--- config.mk ---
export PLATFORM = sky130hd
export DESIGN_NAME = vga_stream_adapter_flat
export DESIGN_NICKNAME = d
export VERILOG_FILES = /design/src/rtl/vga_stream_adapter_if.sv /design/src/rtl/vga_stream_adapter.sv /design/src/flat_wrapper.sv
export SDC_FILE = /design/constraint.sdc
export NUM_CORES = 1
export LEC_CHECK = 0
export ABC_AREA = 1
export CAP_MARGIN = 15
export CORE_ASPECT_RATIO = 0.9
export CORE_MARGIN = 5
export CORE_UTILIZATION = 35
export CTS_CLUSTER_DIAMETER = 120
export DETAILED_ROUTE_END_ITERATION = 7
export PLACE_DENSITY = 0.57
export SYNTH_ARGS = -nofsm -noshare
export SYNTH_HDL_FRONTEND = slang
export SYNTH_SLANG_ARGS = --single-unit
export TNS_END_PERCENT = 10
--- constraint.sdc ---
create_clock -name clk_i -period 5.4 [get_ports clk_i]
set_input_delay 1.08 -clock clk_i [delete_from_list [all_inputs] [get_ports clk_i]]
set_output_delay 1.08 -clock clk_i [all_outputs]
set_load 0.01 [all_outputs]
--- src/rtl/vga_stream_adapter_if.sv ---
// Purpose : Avalon-ST beat bundle (data, SOP/EOP, valid/ready) shared by the pixel
//           producer side and the VGA core side of vga_stream_adapter.
// Latency : none; this is a wire bundle.
// Backpr. : ready flows from slave to master; a beat moves on valid && ready.
// Ports   : W-bit data, startofpacket, endofpacket, valid (master->slave), ready (slave->master).
interface vga_stream_adapter_if #(
  parameter int W = 8
) ();
  logic [W-1:0] data;
  logic         startofpacket;
  logic         endofpacket;
  logic         valid;
  logic         ready;

  modport master (output data, startofpacket, endofpacket, valid, input ready);
  modport slave  (input data, startofpacket, endofpacket, valid, output ready);
endinterface

--- src/rtl/vga_stream_adapter.sv ---
// Purpose : grayscale-to-RGB stream adapter with per-frame colour mode and regenerated framing.
// Latency : 1 cycle from input accept to output valid (2-entry skid buffer).
// Backpr. : pix_if.ready is low only while the skid register is full; nothing is lost or duplicated.
// Ports   : clk_i, rst_ni (async, active low); mode_i, threshold_i (latched at SOP);
//           err_clear_i; pix_if (slave, PIXEL_W gray in); vga_if (master, {R,G,B} out);
//           frame_err_o (sticky framing error); frame_done_o (output EOP beat accepted).
module vga_stream_adapter #(
  parameter int PIXEL_W  = 8,
  parameter int OUT_CH_W = 10,
  parameter int FRAME_W  = 640,
  parameter int FRAME_H  = 480
) (
  input  logic                 clk_i,
  input  logic                 rst_ni,
  input  logic [1:0]           mode_i,
  input  logic [PIXEL_W-1:0]   threshold_i,
  input  logic                 err_clear_i,
  vga_stream_adapter_if.slave  pix_if,
  vga_stream_adapter_if.master vga_if,
  output logic                 frame_err_o,
  output logic                 frame_done_o
);
  localparam int N     = FRAME_W * FRAME_H;
  localparam int CNT_W = (N > 1) ? $clog2(N) : 1;  // count only spans 0..N-1
  localparam int DW    = 3 * OUT_CH_W;

  typedef struct packed {
    logic [DW-1:0] dat;
    logic          sop;
    logic          eop;
  } beat_t;

  typedef enum logic {IDLE, ACTIVE} state_t;

  state_t             state_q, state_d;
  logic [CNT_W-1:0]   cnt_q, cnt_d;
  logic [1:0]         mode_q, mode_d;
  logic [PIXEL_W-1:0] thr_q, thr_d;
  logic               err_q, err_d;
  beat_t              m_q, m_d, s_q, s_d;
  logic               m_vld_q, m_vld_d, s_vld_q, s_vld_d;

  logic               acc, start, pop, push, emit, err_set, nb_sop, nb_eop;
  logic [1:0]         mode_eff;
  logic [PIXEL_W-1:0] thr_eff, p, s, r8, g8, b8;
  logic               h;
  beat_t              nb;

  // MSB replication: output bit i (from the top) copies input bit (i mod PIXEL_W) from the top.
  function automatic logic [OUT_CH_W-1:0] widen(input logic [PIXEL_W-1:0] c);
    logic [OUT_CH_W-1:0] w;
    for (int i = 0; i < OUT_CH_W; i++) begin
      w[OUT_CH_W-1-i] = c[PIXEL_W-1-(i % PIXEL_W)];
    end
    return w;
  endfunction

  assign acc      = pix_if.valid && !s_vld_q;
  assign start    = acc && pix_if.startofpacket;
  assign pop      = m_vld_q && vga_if.ready;
  assign push     = acc && emit;
  // The SOP beat itself already uses the mode being latched for its frame.
  assign mode_eff = start ? mode_i : mode_q;
  assign thr_eff  = start ? threshold_i : thr_q;

  always_comb begin
    p  = pix_if.data;
    h  = p[PIXEL_W-1];
    s  = {p[PIXEL_W-2:0], 1'b0};
    r8 = '0;
    g8 = '0;
    b8 = '0;
    case (mode_eff)
      2'd0: begin r8 = p;  g8 = p;  b8 = p;  end
      2'd1: begin r8 = ~p; g8 = ~p; b8 = ~p; end
      2'd2: begin
        r8 = (p >= thr_eff) ? '1 : '0;
        g8 = r8;
        b8 = r8;
      end
      default: begin
        r8 = h ? '1 : s;
        g8 = h ? s : '0;
        b8 = h ? '0 : ~s;
      end
    endcase
  end

  // Framing FSM: output SOP/EOP come only from the pixel counter; input flags are checked only.
  always_comb begin
    state_d = state_q;
    cnt_d   = cnt_q;
    mode_d  = mode_q;
    thr_d   = thr_q;
    emit    = 1'b0;
    err_set = 1'b0;
    nb_sop  = 1'b0;
    nb_eop  = 1'b0;
    if (acc) begin
      if (pix_if.startofpacket) begin
        emit   = 1'b1;
        nb_sop = 1'b1;
        mode_d = mode_i;
        thr_d  = threshold_i;
        if (state_q == ACTIVE) err_set = 1'b1;  // previous frame truncated
        if (N == 1) begin
          nb_eop  = 1'b1;
          state_d = IDLE;
          cnt_d   = '0;
          if (!pix_if.endofpacket) err_set = 1'b1;
        end else begin
          state_d = ACTIVE;
          cnt_d   = CNT_W'(1);
          if (pix_if.endofpacket) err_set = 1'b1;
        end
      end else if (state_q == ACTIVE) begin
        emit = 1'b1;
        if (cnt_q == CNT_W'(N-1)) begin
          nb_eop  = 1'b1;
          state_d = IDLE;
          cnt_d   = '0;
          if (!pix_if.endofpacket) err_set = 1'b1;
        end else begin
          cnt_d = cnt_q + 1'b1;
          if (pix_if.endofpacket) err_set = 1'b1;
        end
      end
      // Beats without SOP in IDLE are accepted and dropped.
    end
    err_d = err_set ? 1'b1 : (err_clear_i ? 1'b0 : err_q);
  end

  // Skid buffer: M feeds the output, S only fills while M is stalled.
  always_comb begin
    nb      = '{dat: {widen(r8), widen(g8), widen(b8)}, sop: nb_sop, eop: nb_eop};
    m_d     = m_q;
    s_d     = s_q;
    m_vld_d = m_vld_q;
    s_vld_d = s_vld_q;
    if (!m_vld_q || pop) begin
      if (s_vld_q) begin
        // No push possible here: input ready is low while S is full.
        m_d     = s_q;
        m_vld_d = 1'b1;
        s_vld_d = 1'b0;
      end else begin
        m_d     = push ? nb : '0;
        m_vld_d = push;
      end
    end else if (push) begin
      s_d     = nb;
      s_vld_d = 1'b1;
    end
  end

  always_ff @(posedge clk_i or negedge rst_ni) begin
    if (!rst_ni) begin
      state_q <= IDLE;
      cnt_q   <= '0;
      mode_q  <= '0;
      thr_q   <= '0;
      err_q   <= 1'b0;
      m_q     <= '0;
      s_q     <= '0;
      m_vld_q <= 1'b0;
      s_vld_q <= 1'b0;
    end else begin
      state_q <= state_d;
      cnt_q   <= cnt_d;
      mode_q  <= mode_d;
      thr_q   <= thr_d;
      err_q   <= err_d;
      m_q     <= m_d;
      s_q     <= s_d;
      m_vld_q <= m_vld_d;
      s_vld_q <= s_vld_d;
    end
  end

  assign pix_if.ready         = !s_vld_q;
  assign vga_if.data          = m_q.dat;
  assign vga_if.startofpacket = m_q.sop;
  assign vga_if.endofpacket   = m_q.eop;
  assign vga_if.valid         = m_vld_q;
  assign frame_err_o          = err_q;
  assign frame_done_o         = pop && m_q.eop;
endmodule

--- src/flat_wrapper.sv ---
// flat-port wrapper written by rule: the top's interface ports become plain ports
module vga_stream_adapter_flat 
#(
  parameter int PIXEL_W  = 8,
  parameter int OUT_CH_W = 10,
  parameter int FRAME_W  = 640,
  parameter int FRAME_H  = 480
)
  (clk_i, rst_ni, mode_i, threshold_i, err_clear_i, frame_err_o, frame_done_o, pix_if_data, pix_if_startofpacket, pix_if_endofpacket, pix_if_valid, pix_if_ready, vga_if_data, vga_if_startofpacket, vga_if_endofpacket, vga_if_valid, vga_if_ready);
  vga_stream_adapter_if #(.W(8)) pix_if_i ();
  vga_stream_adapter_if #(.W((30))) vga_if_i ();
  input  logic clk_i;
  input  logic rst_ni;
  input  logic [1:0] mode_i;
  input  logic [PIXEL_W-1:0] threshold_i;
  input  logic err_clear_i;
  output logic frame_err_o;
  output logic frame_done_o;
  input wire logic [$bits(pix_if_i.data)-1:0] pix_if_data;
  input wire logic [$bits(pix_if_i.startofpacket)-1:0] pix_if_startofpacket;
  input wire logic [$bits(pix_if_i.endofpacket)-1:0] pix_if_endofpacket;
  input wire logic [$bits(pix_if_i.valid)-1:0] pix_if_valid;
  output wire logic [$bits(pix_if_i.ready)-1:0] pix_if_ready;
  output wire logic [$bits(vga_if_i.data)-1:0] vga_if_data;
  output wire logic [$bits(vga_if_i.startofpacket)-1:0] vga_if_startofpacket;
  output wire logic [$bits(vga_if_i.endofpacket)-1:0] vga_if_endofpacket;
  output wire logic [$bits(vga_if_i.valid)-1:0] vga_if_valid;
  input wire logic [$bits(vga_if_i.ready)-1:0] vga_if_ready;
  assign pix_if_i.data = pix_if_data;
  assign pix_if_i.startofpacket = pix_if_startofpacket;
  assign pix_if_i.endofpacket = pix_if_endofpacket;
  assign pix_if_i.valid = pix_if_valid;
  assign pix_if_ready = pix_if_i.ready;
  assign vga_if_data = vga_if_i.data;
  assign vga_if_startofpacket = vga_if_i.startofpacket;
  assign vga_if_endofpacket = vga_if_i.endofpacket;
  assign vga_if_valid = vga_if_i.valid;
  assign vga_if_i.ready = vga_if_ready;
  vga_stream_adapter #(.PIXEL_W(PIXEL_W), .OUT_CH_W(OUT_CH_W), .FRAME_W(FRAME_W), .FRAME_H(FRAME_H)) u_core (.clk_i(clk_i), .rst_ni(rst_ni), .mode_i(mode_i), .threshold_i(threshold_i), .err_clear_i(err_clear_i), .pix_if(pix_if_i), .vga_if(vga_if_i), .frame_err_o(frame_err_o), .frame_done_o(frame_done_o));
endmodule
==> metrics.yaml <==
switchingPower_mw: 0.710
final_area_mm2: 0.00578
power.leakage_nw: 2.73
top_layer_used: "met4"
clock-sinks: 85
yosys_warnings: 0
syn_to_final_growth_pct: 19.2
die_x_um: 134
die_y_um: 122
tightest_slew_ns: 1.11
initialDrtViolationCount: 364
hold_path_class: "flip-flop to flip-flop"
crit_path_end_kind: "flip-flop"
startpoint_type: "input pin"
grt_pass1_wl_mm: 21.2
dr_wl_met3_um: 637
hold_slack_ns: 0.479
drv_cap: 0
cts-htree-levels: 3
post-route-period-util_pct: 66.7
final_nets: 718
clkPwrFrac_pct: 28.1
ys_seq_elements: 85
final_antenna_net_count: 0
drt_first_pass_iters: 5
clk_latency_ns: 0.35
final_layout_size_suffix_gt1_share_pct: 9.00
rsz0062_at_grt: "false"
grt_antenna_before_repair: 0
start_util_pct: 36.0
async_flop_share_pct: 100
pwr-share-comb_pct: 30.3
cts_setup_buffers: 0
clkTransAtPathRegs_ns: 0.07
yosysSeqAreaShare_pct: 43.9
place_ws_ns: 1.45
relSlewSlack_pct: 26.0
mostFrequentLayoutCells: "nand2_1, dfrtp_1, nand3_1, nor2_1, clkdlybuf4s50_1"
wl_met2_mm: 5.28
worst-path-max-fanout: 24
switching_share_pct: 34.3
synthDistinctLibCells: 34
gr-total-overflow: 0
cts-root-buf: "clkbuf_16"
fin_skew_ns: 0.00854
finalHoldViolCount: 0
cp.arrival_ns: 3.83
ys.flop_type: "dfrtp_1"
grt_pass1_vias: 4125
io_buffer_count: 60
synthesis.nets: 676
fmax_mhz: 278
place.gp.congestion: 0.880
hpwl_mm: 8.63
synth_edf_count: 0
yosysTopAreaCell: "dfrtp_1"
coreArea_mm2: 0.0135
pwr-share-seq_pct: 41.6
ctsHoldBuffers: 0
antenna_cells: 0
wl_per_cell_um: 14.7
cts_tree: "built"
syn_inst: 642
syn_area_mm2: 0.00485
met1_length_mm: 6.50
route.detailed.drc: 0
synthTopCellsByArea: "dfrtp_1, nand2_1, nand3_1"
ir_worst_vdd_mv: 0.133
clock_path_buffers: 2
mostFrequentLayoutCell: "nand2_1"
worstSetupPathType: "input pin to flip-flop"
cts_made_buffers: 9
finalCriticalPeriod_ns: 3.60
final_max_slew_viol_count: 0
die-area_mm2: 0.0163
fin_ws_ns: 1.80
critPathRequiredTime_ns: 5.63
totalWireLength_mm: 12.6
num_rows: 40
grtUsageTotal_pct: 16.1
ios: 61
vias: 4339
setup-tns-final_ns: 0
grt_max_degree: 86
p_per_area_mw_per_mm2: 359
setup_viol: 0
dpl-instance-area_mm2: 0.00547
synth_top_area_share_pct: 43.9
viasPerCell: 5.06
run_status: "complete, no violations"
power.internal_mw: 1.36
avgSynthCellArea_um2: 7.55
cts_resized: 0
final cells by class:
cell class | count | area [um^2]
Timing Repair Buffer | 64 | 648
Tap cell | 168 | 210
Clock inverter | 6 | 48.8
Clock buffer | 10 | 229
Fill cell | 1384 | 7680
Sequential cell | 85 | 2130
Multi-Input combinational cell | 464 | 2290
Inverter | 60 | 228
state kept, by name, summed over array words and instances, names as in the netlist, 2 cells and up:
name / flops
u_core.cnt_q: 19
u_core.mode_q: 2
u_core.s_q: 26
u_core.thr_q: 8
u_core.vga_if.data: 24
metal layers:
metal / track usage [%] / vias to the layer above
met5: 0 / -
met4: 6.11 / 0
met3: 2.64 / 14
met2: 23.7 / 128
met1: 23.8 / 2043
li1: - / 2154
stage by stage:
stage                     power [mW]  utilization, %  std cells
after detailed placement        1.50            40.7        840
after global placement          1.49            40.7        840
after global routing            2.21            42.9        857
after floorplan                 1.27               -        642
final                           2.07            42.9        857
after CTS                       2.09            42.7        856
cell usage after synthesis, types with 2 or more instances:
cell type  number
o21ai_0        19
inv_2           3
xnor2_1         3
ha_1            9
nor2_1         65
dfrtp_1        85
nor2_4          2
nor3_1         10
o21a_1          2
or2_2           7
a21oi_2        19
nor2_2          2
xor2_1          2
inv_1          55
nand2_4         5
buf_2           3
buf_4           9
clkbuf_1       15
nand3_1        73
buf_6           6
nand4_1        12
a21oi_1        39
nand2_1       186
worst paths after layout:
| check | cells past startpoint | slack (ns) | to | from |
|---|---|---|---|---|
| setup reg to reg | 16 | 2.68 | u_core.vga_if.data[6] | u_core.s_vld_q |
| hold / removal | 2 | 0.48 | u_core.frame_err_o | u_core.frame_err_o |
| min in group asynchronous | 1 | 0.63 | u_core.cnt_q[16] | rst_ni |
| hold reg to reg | 2 | 0.48 | u_core.frame_err_o | u_core.frame_err_o |
| max in group asynchronous | 2 | 4.16 | u_core.vga_if.valid | rst_ni |
| setup / recovery | 16 | 1.80 | u_core.vga_if.data[6] | pix_if_startofpacket |
logic make-up after synthesis:
| kind of cell | Yosys count | synth area share [%] |
|---|---|---|
| flip-flops | 85 | 43.9 |
| AND/OR/NAND/NOR | 366 | 33.3 |
| buffers and inverters | 93 | 8.95 |
| adder cells (fa/ha/maj) | 9 | 2.32 |
| XOR/XNOR | 5 | 0.903 |
| AO/OA/AOI/OAI | 84 | 10.7 |
worst max-delay path: stages:
cell	delay, ns
clkdlybuf4s50_1	0.73
inv_2	0.17
nor2_4	0.24
or2_2	0.14
o21ai_0	0.12
ha_1	0.32
nand2_1	0.09
nor2_1	0.05
nor2_1	0.08
nand2_1	0.06
nand2_1	0.05
nand2_1	0.08
nand2_4	0.21
nand3_1	0.20
nand2_1	0.13
a21oi_2	0.06
power by group through the flow:
stage	clock, mW	sequential (mW)	combinational, mW
6_report	0.583	0.861	0.627
5_1_grt	0.625	0.880	0.701
4_1_cts	0.599	0.862	0.631
3_5_place_dp	0	0.872	0.628
3_3_place_gp	0	0.868	0.617
2_1_floorplan	0	0.876	0.392
Power figures use the tool's default switching activity.
